--- config.mk ---
export PLATFORM = sky130hd
export DESIGN_NAME = hazard_ctrl_flat
export DESIGN_NICKNAME = d
export VERILOG_FILES = /design/src/rtl/cpu_types_pkg.sv /design/src/rtl/hazard_ctrl_if.sv /design/src/rtl/hazard_detect.sv /design/src/rtl/hazard_ctrl.sv /design/src/flat_wrapper.sv
export SDC_FILE = /design/constraint.sdc
export NUM_CORES = 1
export LEC_CHECK = 0
export CORE_AREA = 2 2 51 89
export DETAILED_ROUTE_END_ITERATION = 10
export DIE_AREA = 0 0 53 91
export PLACE_DENSITY_LB_ADDON = 0.1
export SLEW_MARGIN = 15
export SYNTH_ARGS = -nofsm -noshare
export SYNTH_HDL_FRONTEND = slang
export SYNTH_SLANG_ARGS = --single-unit
--- constraint.sdc ---
create_clock -name CLK -period 7.1 [get_ports CLK]
set_clock_uncertainty 0.15 [all_clocks]
set_input_delay 2.13 -clock CLK [delete_from_list [all_inputs] [get_ports CLK]]
set_output_delay 2.13 -clock CLK [all_outputs]
set_load 0.005 [all_outputs]
--- src/rtl/cpu_types_pkg.sv ---
// Shared CPU pipeline types: register index, hazard FSM state and the
// per-cycle latch-control bundle produced by the hazard controller.
package cpu_types_pkg;

    typedef logic [4:0] regbits_t;

    typedef enum logic [1:0] {
        RUN      = 2'd0,
        MEM_WAIT = 2'd1,
        DRAIN    = 2'd2,
        HALTED   = 2'd3
    } hz_state_t;

    localparam int HALT_DRAIN_DEF = 2;

    typedef struct packed {
        logic pc_en;
        logic ifid_en;
        logic idex_en;
        logic exmem_en;
        logic memwb_en;
        logic ifid_flush;
        logic idex_flush;
    } hz_ctl_t;

    // Canonical control patterns, one per pipeline situation
    localparam hz_ctl_t CTL_NONE     = 7'b00000_00;
    localparam hz_ctl_t CTL_RUN      = 7'b11111_00;
    localparam hz_ctl_t CTL_REDIRECT = 7'b11111_11;
    localparam hz_ctl_t CTL_LOAD_USE = 7'b00111_01;
    localparam hz_ctl_t CTL_HALT     = 7'b01111_11;
    localparam hz_ctl_t CTL_BACK     = 7'b00011_00;

endpackage

--- src/rtl/hazard_ctrl_if.sv ---
// Bundle between the pipeline datapath (master) and the hazard controller
// (slave): hazard observations in, latch enables/flushes and counters out.
interface hazard_ctrl_if
    import cpu_types_pkg::*;
#(
    parameter int CNT_W = 16
);
    logic             ihit;
    logic             dhit;
    regbits_t         id_rs;
    regbits_t         id_rt;
    logic             id_uses_rt;
    logic             ex_dREN;
    logic             ex_RegWr;
    regbits_t         ex_wsel;
    logic             ex_redirect;
    logic             ex_halt;
    logic             mem_req;

    logic             pc_en;
    logic             ifid_en;
    logic             idex_en;
    logic             exmem_en;
    logic             memwb_en;
    logic             ifid_flush;
    logic             idex_flush;
    logic             halt_out;
    logic [CNT_W-1:0] stall_cnt;
    logic [CNT_W-1:0] flush_cnt;

    modport master (
        output ihit, dhit, id_rs, id_rt, id_uses_rt, ex_dREN, ex_RegWr,
               ex_wsel, ex_redirect, ex_halt, mem_req,
        input  pc_en, ifid_en, idex_en, exmem_en, memwb_en, ifid_flush,
               idex_flush, halt_out, stall_cnt, flush_cnt
    );

    modport slave (
        input  ihit, dhit, id_rs, id_rt, id_uses_rt, ex_dREN, ex_RegWr,
               ex_wsel, ex_redirect, ex_halt, mem_req,
        output pc_en, ifid_en, idex_en, exmem_en, memwb_en, ifid_flush,
               idex_flush, halt_out, stall_cnt, flush_cnt
    );

endinterface

--- src/rtl/hazard_detect.sv ---
// Load-use comparator: the load in EX writes a register the ID instruction
// reads. Register 0 is never a real dependency.
module hazard_detect
    import cpu_types_pkg::*;
(
    input  logic     ex_dREN,
    input  logic     ex_RegWr,
    input  regbits_t ex_wsel,
    input  regbits_t id_rs,
    input  regbits_t id_rt,
    input  logic     id_uses_rt,
    output logic     lu
);

    logic rs_match;
    logic rt_match;

    assign rs_match = (ex_wsel == id_rs);
    assign rt_match = id_uses_rt && (ex_wsel == id_rt);
    assign lu       = ex_dREN && ex_RegWr && (ex_wsel != '0) && (rs_match || rt_match);

endmodule

--- src/rtl/hazard_ctrl.sv ---
// Pipeline hazard controller: load-use stalls, redirect flushes, D-cache
// freezes and halt drain, with saturating stall/flush performance counters.
module hazard_ctrl
    import cpu_types_pkg::*;
#(
    parameter int CNT_W      = 16,
    parameter int HALT_DRAIN = HALT_DRAIN_DEF
) (
    input logic          CLK,
    input logic          nRST,
    hazard_ctrl_if.slave hz
);

    localparam int DRAIN_W = (HALT_DRAIN < 2) ? 1 : $clog2(HALT_DRAIN + 1);

    hz_state_t          state_q, state_d;
    logic [DRAIN_W-1:0] drain_q, drain_d;
    logic [CNT_W-1:0]   stall_cnt_q, stall_cnt_d;
    logic [CNT_W-1:0]   flush_cnt_q, flush_cnt_d;
    logic               halt_out_q, halt_out_d;

    logic      lu;
    logic      freeze;
    hz_ctl_t   run_ctl, ctl;
    hz_state_t run_next;
    logic      run_load_drain, run_flush, flush_evt;

    hazard_detect u_detect (
        .ex_dREN    (hz.ex_dREN),
        .ex_RegWr   (hz.ex_RegWr),
        .ex_wsel    (hz.ex_wsel),
        .id_rs      (hz.id_rs),
        .id_rt      (hz.id_rt),
        .id_uses_rt (hz.id_uses_rt),
        .lu         (lu)
    );

    assign freeze = hz.mem_req && !hz.dhit;

    // RUN priority ladder below freeze; MEM_WAIT reuses it on dhit release.
    // NOTE: every always_comb output gets a default first, so no path can infer a latch.
    always_comb begin
        run_ctl        = CTL_BACK;
        run_next       = RUN;
        run_load_drain = 1'b0;
        run_flush      = 1'b0;
        if (hz.ihit) begin
            if (hz.ex_halt) begin
                run_ctl        = CTL_HALT;
                run_next       = DRAIN;
                run_load_drain = 1'b1;
            end else if (hz.ex_redirect) begin
                run_ctl   = CTL_REDIRECT;
                run_flush = 1'b1;
            end else if (lu) begin
                run_ctl = CTL_LOAD_USE;
            end else begin
                run_ctl = CTL_RUN;
            end
        end
    end

    always_comb begin
        ctl       = CTL_NONE;
        state_d   = state_q;
        drain_d   = drain_q;
        flush_evt = 1'b0;
        case (state_q)
            RUN, MEM_WAIT: begin
                if ((state_q == MEM_WAIT) ? !hz.dhit : freeze) begin
                    state_d = MEM_WAIT;
                end else begin
                    ctl       = run_ctl;
                    state_d   = run_next;
                    flush_evt = run_flush;
                    if (run_load_drain) drain_d = DRAIN_W'(HALT_DRAIN);
                end
            end
            DRAIN: begin
                // Only a back-end advance retires a drain slot
                if (!freeze) begin
                    ctl = CTL_BACK;
                    if (drain_q != '0) drain_d = drain_q - 1'b1;
                end
                if ((drain_q == '0) || (!freeze && drain_q == DRAIN_W'(1))) state_d = HALTED;
            end
            HALTED:  state_d = HALTED;
            default: state_d = RUN;
        endcase
    end

    always_comb begin
        stall_cnt_d = stall_cnt_q;
        flush_cnt_d = flush_cnt_q;
        if (!ctl.pc_en && state_q != HALTED && !(&stall_cnt_q))
            stall_cnt_d = stall_cnt_q + 1'b1;
        if (flush_evt && !(&flush_cnt_q))
            flush_cnt_d = flush_cnt_q + 1'b1;
        halt_out_d = (state_d == HALTED);
    end

    // NOTE: sequential state uses non-blocking assignments so all flops update together.
    always_ff @(posedge CLK or negedge nRST) begin
        if (!nRST) begin
            state_q     <= RUN;
            drain_q     <= '0;
            stall_cnt_q <= '0;
            flush_cnt_q <= '0;
            halt_out_q  <= 1'b0;
        end else begin
            state_q     <= state_d;
            drain_q     <= drain_d;
            stall_cnt_q <= stall_cnt_d;
            flush_cnt_q <= flush_cnt_d;
            halt_out_q  <= halt_out_d;
        end
    end

    // Latch controls are held inactive for the whole reset window
    assign hz.pc_en      = nRST && ctl.pc_en;
    assign hz.ifid_en    = nRST && ctl.ifid_en;
    assign hz.idex_en    = nRST && ctl.idex_en;
    assign hz.exmem_en   = nRST && ctl.exmem_en;
    assign hz.memwb_en   = nRST && ctl.memwb_en;
    assign hz.ifid_flush = nRST && ctl.ifid_flush;
    assign hz.idex_flush = nRST && ctl.idex_flush;
    assign hz.halt_out   = halt_out_q;
    assign hz.stall_cnt  = stall_cnt_q;
    assign hz.flush_cnt  = flush_cnt_q;

endmodule

--- src/flat_wrapper.sv ---
// flat-port wrapper written by rule: the top's interface ports become plain ports
module hazard_ctrl_flat import cpu_types_pkg::*;
#(
    parameter int CNT_W      = 16,
    parameter int HALT_DRAIN = HALT_DRAIN_DEF
)
  (CLK, nRST, hz_ihit, hz_dhit, hz_id_rs, hz_id_rt, hz_id_uses_rt, hz_ex_dREN, hz_ex_RegWr, hz_ex_wsel, hz_ex_redirect, hz_ex_halt, hz_mem_req, hz_pc_en, hz_ifid_en, hz_idex_en, hz_exmem_en, hz_memwb_en, hz_ifid_flush, hz_idex_flush, hz_halt_out, hz_stall_cnt, hz_flush_cnt);
  hazard_ctrl_if #(.CNT_W(CNT_W)) hz_i ();
  input logic CLK;
  input logic nRST;
  input wire logic [$bits(hz_i.ihit)-1:0] hz_ihit;
  input wire logic [$bits(hz_i.dhit)-1:0] hz_dhit;
  input wire logic [$bits(hz_i.id_rs)-1:0] hz_id_rs;
  input wire logic [$bits(hz_i.id_rt)-1:0] hz_id_rt;
  input wire logic [$bits(hz_i.id_uses_rt)-1:0] hz_id_uses_rt;
  input wire logic [$bits(hz_i.ex_dREN)-1:0] hz_ex_dREN;
  input wire logic [$bits(hz_i.ex_RegWr)-1:0] hz_ex_RegWr;
  input wire logic [$bits(hz_i.ex_wsel)-1:0] hz_ex_wsel;
  input wire logic [$bits(hz_i.ex_redirect)-1:0] hz_ex_redirect;
  input wire logic [$bits(hz_i.ex_halt)-1:0] hz_ex_halt;
  input wire logic [$bits(hz_i.mem_req)-1:0] hz_mem_req;
  output wire logic [$bits(hz_i.pc_en)-1:0] hz_pc_en;
  output wire logic [$bits(hz_i.ifid_en)-1:0] hz_ifid_en;
  output wire logic [$bits(hz_i.idex_en)-1:0] hz_idex_en;
  output wire logic [$bits(hz_i.exmem_en)-1:0] hz_exmem_en;
  output wire logic [$bits(hz_i.memwb_en)-1:0] hz_memwb_en;
  output wire logic [$bits(hz_i.ifid_flush)-1:0] hz_ifid_flush;
  output wire logic [$bits(hz_i.idex_flush)-1:0] hz_idex_flush;
  output wire logic [$bits(hz_i.halt_out)-1:0] hz_halt_out;
  output wire logic [$bits(hz_i.stall_cnt)-1:0] hz_stall_cnt;
  output wire logic [$bits(hz_i.flush_cnt)-1:0] hz_flush_cnt;
  assign hz_i.ihit = hz_ihit;
  assign hz_i.dhit = hz_dhit;
  assign hz_i.id_rs = hz_id_rs;
  assign hz_i.id_rt = hz_id_rt;
  assign hz_i.id_uses_rt = hz_id_uses_rt;
  assign hz_i.ex_dREN = hz_ex_dREN;
  assign hz_i.ex_RegWr = hz_ex_RegWr;
  assign hz_i.ex_wsel = hz_ex_wsel;
  assign hz_i.ex_redirect = hz_ex_redirect;
  assign hz_i.ex_halt = hz_ex_halt;
  assign hz_i.mem_req = hz_mem_req;
  assign hz_pc_en = hz_i.pc_en;
  assign hz_ifid_en = hz_i.ifid_en;
  assign hz_idex_en = hz_i.idex_en;
  assign hz_exmem_en = hz_i.exmem_en;
  assign hz_memwb_en = hz_i.memwb_en;
  assign hz_ifid_flush = hz_i.ifid_flush;
  assign hz_idex_flush = hz_i.idex_flush;
  assign hz_halt_out = hz_i.halt_out;
  assign hz_stall_cnt = hz_i.stall_cnt;
  assign hz_flush_cnt = hz_i.flush_cnt;
  hazard_ctrl #(.CNT_W(CNT_W), .HALT_DRAIN(HALT_DRAIN)) u_core (.CLK(CLK), .nRST(nRST), .hz(hz_i));
endmodule
==> metrics <==
status=finished clean; die area=4820 sq um; RSZ-0062 raised after global routing=no; hold endpoint=u_core.hz.stall_cnt[6]; Avg Cell Area, Syn=10.2 sq um; multiplexer share of the synthesized area=1.80%; Post-route DRC=0; final instance area=2780 sq um; Setup violations, final=0; postcts setup bufs=0; Placement Setup Slack=0.539 ns; Root Buffer=clkbuf_8; Max Cap Viol=0; n_diodes=0; Clock transition at path regs=0.08 ns; Tightest Pin Transition=0.609 ns; number of synthesized flops with an enable pin=0; Detail Route Antenna Nets=0; adder-cell share of the synthesized area=2.49%; Worst R2R End=u_core.hz.flush_cnt[15]; hold_buf cts=0; Hold Path Depth=1; compound-cell area share of the yosys netlist=6.53%; # fillers=348; Crit-path slowest cell=or4_1; clock network power share=28.3%; Int Power=0.388 mW; height of the die=91 um; xor and xnor area share after synthesis=17.4%; Inst Count DP=305; CP max FO=3; post-DP HPWL=3440 um; Gate power share=23.4%; initial antenna violation count=0; Worst Setup Slack, final=0.541 ns; WS Path Type=primary input to output pin; row count=31; net switching power=0.150 mW; vias post-DR=1662; top_reg_cell synth=dfrtp_1; #FFs+latches synth=37; worst skew pair latency=0.29 ns; part of the power in registers=48.4%; first-pass GRT wire length=7700 um; TritonCTS clock tree=built; share of cells above drive strength 1=6.06%; post-synthesis instance area=2010 sq um; I/O Pins=65; ys async rst share=100%; Wirelength per Cell=14.1 um; worst r2r path cells=6; period utilization=92.4%; Tightest Hold Check Type=flop to flop; Crit Reg-Reg Startpoint=u_core.state_q[0]; critical path's largest stage delay=0.56 ns; CTS buffer count=5; Hold Vio Cnt, Final=0; placer congestion estimate=0.801; Req. time, crit path=4.82 ns; Mapped Cells=197; final core occ=68.1%; Iteration-0 DRC Markers=13; Die X=53 um; post-CTS resize count=0; area of the multi-input gates=1020 sq um; Seq/Total Area, Yosys=46.0%; Syn Nets=226; # clock sinks=37; max frequency=0.152 GHz; CTS max path bufs=2; post-synthesis simple-gate area fraction=22.4%; port bufs=64; grt total ovfl=0; Final Power=0.538 mW; worst hold margin=0.341 ns; crit end category=output pin; Worst Hold Launch=u_core.hz.stall_cnt[6]; R2R setup slack=4.86 ns; synth warn=0; Non-Filler Instances=313; Reg area=926 sq um; cell mode on critical path=clkdlybuf4s50_1; worst-path cell chain=clkdlybuf4s50_1 -> or4_1 -> o211ai_1 -> nor2_1 -> a21oi_1 -> clkdlybuf4s50_1; max_slew headroom=59.4%; Starting Density=49.4%; Peak supply drop=0.161 mV; GRT Total Usage=20.8%; Area Overhead vs Synth=38.0%; Pre-antenna DRT Iters=4; Slew Viols, Final=0; Setup TNS Final=0 ns; Worst Setup Start Kind=primary input; sw frac=27.8%; Total Wirelength=4420 um; Pleak=1.18 nW; largest net degree at the start of global routing=36; largest family of logic cells by synthesized area=simple AND/OR/NAND/NOR gates; Core Area=4070 sq um; vias per cell=5.31; Net count, final=292; CP arrival=4.28 ns; CTS H-tree lvls=2; Power Dens Cells=194 nW/um^2; Yosys cell types=37; Post-Place Cell Area=2680 sq um; post-layout minimum cycle time=6.56 ns; vias in the first global route=1735
-- cell families after synthesis --
family,after synthesis
AOI/OAI and AO/OA,16
DFF,37
buffers and inverters,13
adders and majority gates,4
xor gates and xnor gates,40
muxes,3
and+or+nand+nor,84
-- power by group through the flow --
stage | combinational [mW] | sequential [mW] | clock (mW)
6_report | 0.126 | 0.260 | 0.152
3_3_place_gp | 0.122 | 0.263 | 0
3_5_place_dp | 0.127 | 0.264 | 0
2_1_floorplan | 0.0588 | 0.259 | 0
5_1_grt | 0.140 | 0.264 | 0.166
4_1_cts | 0.128 | 0.260 | 0.156
-- placed cells by master (no fill, tap or decap), types with 6 or more instances in the layout --
| cell type | count |
|---|---|
| xor2_1 | 16 |
| nand2_1 | 16 |
| clkbuf_8 | 6 |
| nand4_1 | 10 |
| xnor2_1 | 24 |
| nand3_1 | 13 |
| nor2_1 | 16 |
| clkdlybuf4s50_1 | 63 |
| and3_1 | 9 |
| dfrtp_1 | 37 |
| inv_1 | 6 |
-- worst max path at each step --
stage / startpoint / end / slack [ns] / cells after the start
after floorplan: hz_ex_wsel[1] / hz_idex_flush / 1.57 / 5
after global placement: hz_ex_wsel[1] / hz_ifid_en / 0.58 / 6
after detailed placement: hz_ex_wsel[1] / hz_ifid_en / 0.54 / 6
after CTS: hz_ex_wsel[1] / hz_ifid_en / 0.52 / 6
after global routing: hz_ex_wsel[1] / hz_idex_flush / 0.42 / 7
final: hz_ex_wsel[1] / hz_ifid_en / 0.54 / 6
-- flip-flops by register name, summed over array words and instances (netlist names) --
signal / cells
u_core.hz.halt_out: 1
u_core.state_q: 2
u_core.drain_q: 2
u_core.hz.flush_cnt: 16
u_core.hz.stall_cnt: 16
-- layout make-up --
class | instances | area share, %
tap | 49 | 2.21
timing repair buffer | 66 | 23.4
clock inverter | 2 | 0.496
clock buffer | 6 | 2.98
inverter | 6 | 0.812
sequential | 37 | 33.4
multi-input combinational | 147 | 36.7
-- critical path: cells and delay by family --
family / cells / cell delay [ns]
AO/OA/AOI/OAI: 2 / 0.51
buffers and inverters: 2 / 0.99
AND/OR/NAND/NOR: 2 / 0.66
-- per-layer routing --
| metal | share of wire, % | GRT usage [%] | wire, um |
|---|---|---|---|
| met5 | 0 | 0 | 0 |
| met4 | 2.1 | 7.48 | 91 |
| met3 | 3.9 | 4.44 | 171 |
| met2 | 55 | 37.2 | 2430 |
| met1 | 39 | 23.2 | 1730 |
-- synth_stat cells, types with 2 or more instances --
| cell | instances | area share, % |
|---|---|---|
| ha_1 | 4 | 2.5 |
| nor4_1 | 2 | 0.62 |
| inv_1 | 6 | 1.1 |
| and3_1 | 9 | 2.8 |
| nor2_1 | 16 | 3.0 |
| buf_4 | 2 | 0.75 |
| and2_1 | 3 | 0.93 |
| nand4_1 | 10 | 3.1 |
| a21oi_1 | 4 | 1.0 |
| buf_2 | 2 | 0.50 |
| nand2b_1 | 3 | 0.93 |
| clkbuf_1 | 2 | 0.37 |
| and4_1 | 4 | 1.7 |
| nand2_1 | 16 | 3.0 |
| a21boi_0 | 3 | 1.1 |
| xor2_1 | 16 | 7.0 |
| xnor2_1 | 24 | 10 |
| nand3_1 | 13 | 3.2 |
| dfrtp_1 | 37 | 46 |
| o311a_1 | 2 | 1.0 |
| nor3_1 | 3 | 0.75 |
Power figures use the tool's default switching activity.
